$ cat config.mk
export PLATFORM = sky130hd
export DESIGN_NAME = shared_dff_arbiter
export DESIGN_NICKNAME = d
export VERILOG_FILES = /design/src/rtl/shared_dff_arbiter.sv
export SDC_FILE = /design/constraint.sdc
export NUM_CORES = 1
export LEC_CHECK = 0
export BUFFER_PORTS_ARGS = -buffer_cell sky130_fd_sc_hd__buf_4
export CAP_MARGIN = 20
export CORE_MARGIN = 2
export CORE_UTILIZATION = 49
export CTS_BUF_LIST = sky130_fd_sc_hd__clkbuf_8
export DETAILED_ROUTE_END_ITERATION = 10
export PLACE_DENSITY = 0.95
export SLEW_MARGIN = 20
export SYNTH_ARGS = -nofsm -noshare
export SYNTH_HDL_FRONTEND = slang
export SYNTH_SLANG_ARGS = --single-unit
$ cat constraint.sdc
create_clock -name clk -period 4 [get_ports clk]
set_clock_uncertainty 0.2 [all_clocks]
set_input_delay 0.2 -clock clk [delete_from_list [all_inputs] [get_ports clk]]
set_output_delay 0.2 -clock clk [all_outputs]
set_load 0.005 [all_outputs]
$ cat src/rtl/shared_dff_arbiter.sv
// Round-robin arbiter and write sequencer for one shared WIDTH-bit register with q/qbar outputs.
// Define ARB_FIXED_PRIO_EN to replace round-robin with fixed priority (lowest index wins).
module shared_dff_arbiter #(
    parameter int N_REQ = 4,
    parameter int WIDTH = 8
) (
    input  logic                   clk,
    input  logic                   clear_n,
    input  logic [N_REQ-1:0]       req,
    input  logic [N_REQ-1:0]       sclr,
    input  logic [N_REQ*WIDTH-1:0] wdata,
    output logic [N_REQ-1:0]       gnt,
    output logic [N_REQ-1:0]       ack,
    output logic [WIDTH-1:0]       q,
    output logic [WIDTH-1:0]       qbar,
    output logic                   busy
);

    localparam int IW = $clog2(N_REQ);

    typedef enum logic [1:0] {
        IDLE  = 2'd0,
        GRANT = 2'd1,
        ACK   = 2'd2
    } state_t;

    state_t           state_reg, state_next;
    logic [N_REQ-1:0] gnt_reg, gnt_next;
    logic [N_REQ-1:0] ack_reg, ack_next;
    logic [WIDTH-1:0] q_reg, q_next;
    logic [IW-1:0]    winner_reg, winner_next;
    logic [IW-1:0]    win_idx;
    logic             win_found;
    logic [N_REQ-1:0] win_onehot;
    logic [WIDTH-1:0] wdata_arr [N_REQ];

    generate
        for (genvar gi = 0; gi < N_REQ; gi++) begin : g_slice
            assign wdata_arr[gi] = wdata[gi*WIDTH +: WIDTH];
        end
    endgenerate

`ifdef ARB_FIXED_PRIO_EN
    // Descending scan so the lowest set index is the last (winning) assignment.
    always_comb begin
        win_found = 1'b0;
        win_idx   = '0;
        for (int k = N_REQ - 1; k >= 0; k--) begin
            if (req[k]) begin
                win_found = 1'b1;
                win_idx   = IW'(k);
            end
        end
    end
`else
    logic [IW-1:0] ptr_reg, ptr_next;
    logic [IW:0]   cand;

    // Offsets scanned far-to-near so the nearest requester after the pointer wins.
    always_comb begin
        win_found = 1'b0;
        win_idx   = '0;
        cand      = '0;
        for (int k = N_REQ; k >= 1; k--) begin
            cand = {1'b0, ptr_reg} + (IW+1)'(k);
            if (cand >= (IW+1)'(N_REQ)) begin
                cand = cand - (IW+1)'(N_REQ);
            end
            if (req[cand[IW-1:0]]) begin
                win_found = 1'b1;
                win_idx   = cand[IW-1:0];
            end
        end
    end
`endif

    assign win_onehot = {{(N_REQ-1){1'b0}}, 1'b1} << win_idx;

    always_comb begin
        state_next  = state_reg;
        gnt_next    = gnt_reg;
        ack_next    = ack_reg;
        q_next      = q_reg;
        winner_next = winner_reg;
`ifndef ARB_FIXED_PRIO_EN
        ptr_next    = ptr_reg;
`endif
        case (state_reg)
            IDLE: begin
                if (win_found) begin
                    winner_next = win_idx;
                    gnt_next    = win_onehot;
                    state_next  = GRANT;
                end
            end
            GRANT: begin
                if (req[winner_reg]) begin
                    q_next     = sclr[winner_reg] ? '0 : wdata_arr[winner_reg];
                    ack_next   = gnt_reg;
                    state_next = ACK;
                end else begin
                    // Requester withdrew: drop the grant without writing or moving the pointer.
                    gnt_next   = '0;
                    state_next = IDLE;
                end
            end
            ACK: begin
                ack_next   = '0;
                gnt_next   = '0;
                state_next = IDLE;
`ifndef ARB_FIXED_PRIO_EN
                ptr_next   = winner_reg;
`endif
            end
            default: begin
                gnt_next   = '0;
                ack_next   = '0;
                state_next = IDLE;
            end
        endcase
    end

    always_ff @(posedge clk or negedge clear_n) begin
        if (!clear_n) begin
            state_reg  <= IDLE;
            gnt_reg    <= '0;
            ack_reg    <= '0;
            q_reg      <= '0;
            winner_reg <= '0;
`ifndef ARB_FIXED_PRIO_EN
            ptr_reg    <= IW'(N_REQ - 1);
`endif
        end else begin
            state_reg  <= state_next;
            gnt_reg    <= gnt_next;
            ack_reg    <= ack_next;
            q_reg      <= q_next;
            winner_reg <= winner_next;
`ifndef ARB_FIXED_PRIO_EN
            ptr_reg    <= ptr_next;
`endif
        end
    end

    assign gnt  = gnt_reg;
    assign ack  = ack_reg;
    assign q    = q_reg;
    assign qbar = ~q_reg;
    assign busy = (state_reg != IDLE);

endmodule

==> run summary <==
area of the core: 2280 sq um
DR DRC count: 0
routed len/inst: 17.0 um
Buffers on Ports: 66
crit path DAT: 2.29 ns
P_int: 780 uW
hold buffer count at cts: 1
Seq/Total Area, Yosys: 45.9%
Critical R2R Launch: winner_reg[0]$_DFFE_PN0P_
Layout fillers: 142
max reg flops: 8
Final Hold Vio Count: 0
Final period util: 58.5%
max incr delay on CP: 0.69 ns
via count: 1199
sequential share of power: 37.0%
Die W: 53.6 um
Max Fclk: 0.427 GHz
switching part of the total: 37.8%
CP cell instances: mux4_2 -> and3b_1 -> a21o_1 -> a32o_1
GRT overflow: 0
Initial Util: 52.9%
run status: completed
share of cells above drive strength 1: 46.3%
Die Area: 2870 sq um
Pwr Density: 718 nW/um^2
syn_area_per_cell: 10.8 sq um
Tmin final: 2.34 ns
number of diodes: 0
CP max FO: 19
Psw: 474 uW
hpwl dp: 2.79 mm
Pins Over Slew Limit: 0
die span in y: 53.6 um
Row Count: 17
initial antenna violation count: 0
EDFF count, synth: 0
Yosys cell types: 30
vias per std cell: 5.85
first-pass GRT wire length: 5.34 mm
Worst slew margin: 56.8%
Syn Nets: 154
setup TNS: 0 ns
io pins: 67
critical path data required time: 3.95 ns
peak ir drop on the vdd network: 0.491 mV
Clock Sink Count: 22
clk_lat worst skew: 0.26 ns
number of global-route vias before repair: 1176
worst hold path class: input pin to asynchronous set/reset pin
Num CTS Buffers: 3
most common flop cell mapped by yosys: dfrtp_1
total global-route track usage: 25.9%
TritonCTS clock tree: done
antenna viol nets, final: 0
CTS root buf: clkbuf_8
clock share of power: 10.9%
Final nets: 220
Crit Path Class: flip-flop to flip-flop
Gate power share: 52.1%
async set-reset flop share out of synthesis: 100%
largest net degree at the start of global routing: 23
htree depth: 1
critical path endpoint category: flip-flop
MaxCap Viol Count: 0
routed wire length: 3.49 mm
critical path's slowest cell: dfrtp_1
Slew @ Worst Pin: 0.648 ns
Layout area overhead: 45.1%
CTS Buffer Depth: 2
crit path launch type: flip-flop
Iteration-0 DRC Markers: 24
final core utilization: 76.8%
leakage: 0.865 nW
Syn. warnings: 0
GPL Wtd Cong: 0.758
post-CTS sizing: 0
Finish-stage setup viols: 0
most frequent cells in the layout: buf_4, dfrtp_1, inv_1
Synth Cell Area: 1200 sq um
commonest non-fill, non-tap cell in the layout: buf_4
crit path from: winner_reg[0]$_DFFE_PN0P_
RSZ-0062 raised after global routing: false
Pre-antenna DRT Iters: 5
Post-Synthesis Cells: 112
FF+latch count, synth: 22
setup bufs post-CTS: 0
Clock transition at path regs: 0.08 ns
[through the flow]
stage / worst slack [ns] / hold slack, ns / cell area, sq um / instances / power [mW]
after floorplan: 2.11 / -0.296 / 1200 / 112 / 0.827
after global placement: 1.80 / -0.107 / 1690 / 200 / 1.08
after detailed placement: 1.69 / -0.0980 / 1690 / 200 / 1.11
after CTS: 1.67 / 0.175 / 1750 / 205 / 1.26
after global routing: 1.55 / 0.199 / 1750 / 205 / 1.34
final: 1.66 / 0.160 / 1750 / 205 / 1.25
[area by class of cell]
type	instances	area, sq um	area share (%)
flip-flops and latches	22	553	31.6
clock inverters	1	3.75	0.215
repair buffers	67	505	28.9
well taps	28	35.0	2.00
inverters	10	37.5	2.15
clock buffers	3	41.3	2.36
multi-input cells	74	572	32.7
[final timing paths]
check | to | slack (ns) | depth (start not counted)
setup / recovery | gnt[3]$_DFFE_PN0P_ | 1.66 | 4
hold / removal | winner_reg[1]$_DFFE_PN0P_ | 0.16 | 2
setup reg to reg | gnt[3]$_DFFE_PN0P_ | 1.66 | 4
hold reg to reg | ack[0]$_DFFE_PN0P_ | 0.31 | 1
max in group asynchronous | ptr_reg[0]$_DFFE_PN1N_ | 3.17 | 2
min in group clk | q[4]$_DFFE_PN0P_ | 0.18 | 4
[metal layers]
metal	vias up	global-route usage, %	part of all wire, %
met2	79	45.5	48
li1	563	-	-
met1	543	30.1	39
met4	0	14.5	3.6
met5	-	0	0
met3	14	3.89	10
[cells in the mapped netlist, types with 2 or more instances]
library cell | count | area (sq um)
o21ai_0 | 2 | 10.0
a32o_1 | 4 | 40.0
nand2b_1 | 2 | 12.5
nor2_1 | 8 | 30.0
inv_1 | 10 | 37.5
a21o_1 | 3 | 22.5
mux2_2 | 7 | 78.8
a22oi_1 | 7 | 52.6
a22o_1 | 4 | 35.0
mux2_4 | 3 | 45.0
nand2_1 | 2 | 7.51
a21oi_1 | 10 | 50.1
nor2b_1 | 5 | 31.3
dfstp_2 | 2 | 52.6
dfrtp_1 | 20 | 500
a221oi_1 | 7 | 61.3
clkbuf_1 | 3 | 11.3
[power by group through the flow]
| stage | Clock [mW] | Combinational [mW] | Sequential [mW] |
|---|---|---|---|
| floorplan | 0 | 0.413 | 0.415 |
| global route | 0.144 | 0.715 | 0.480 |
| CTS | 0.139 | 0.654 | 0.462 |
| finish | 0.137 | 0.653 | 0.464 |
| detailed placement | 0 | 0.651 | 0.464 |
| global placement | 0 | 0.624 | 0.451 |
[cell families after synthesis]
| logic type | count (synthesis) | synth area share (%) |
|---|---|---|
| multiplexers | 11 | 12.1 |
| buffers and inverters | 16 | 6.65 |
| flip-flops | 22 | 45.9 |
| AND/OR/NAND/NOR | 20 | 8.62 |
| AO/OA/AOI/OAI | 43 | 26.7 |
[worst max-delay path: cells and delay by family (launching register included)]
family	cells	cell delay, ns
flip-flops	1	0.69
AO/OA/AOI/OAI	2	0.51
multiplexers	1	0.41
AND/OR/NAND/NOR	1	0.41
No activity file was read; power rests on OpenSTA's default activity.
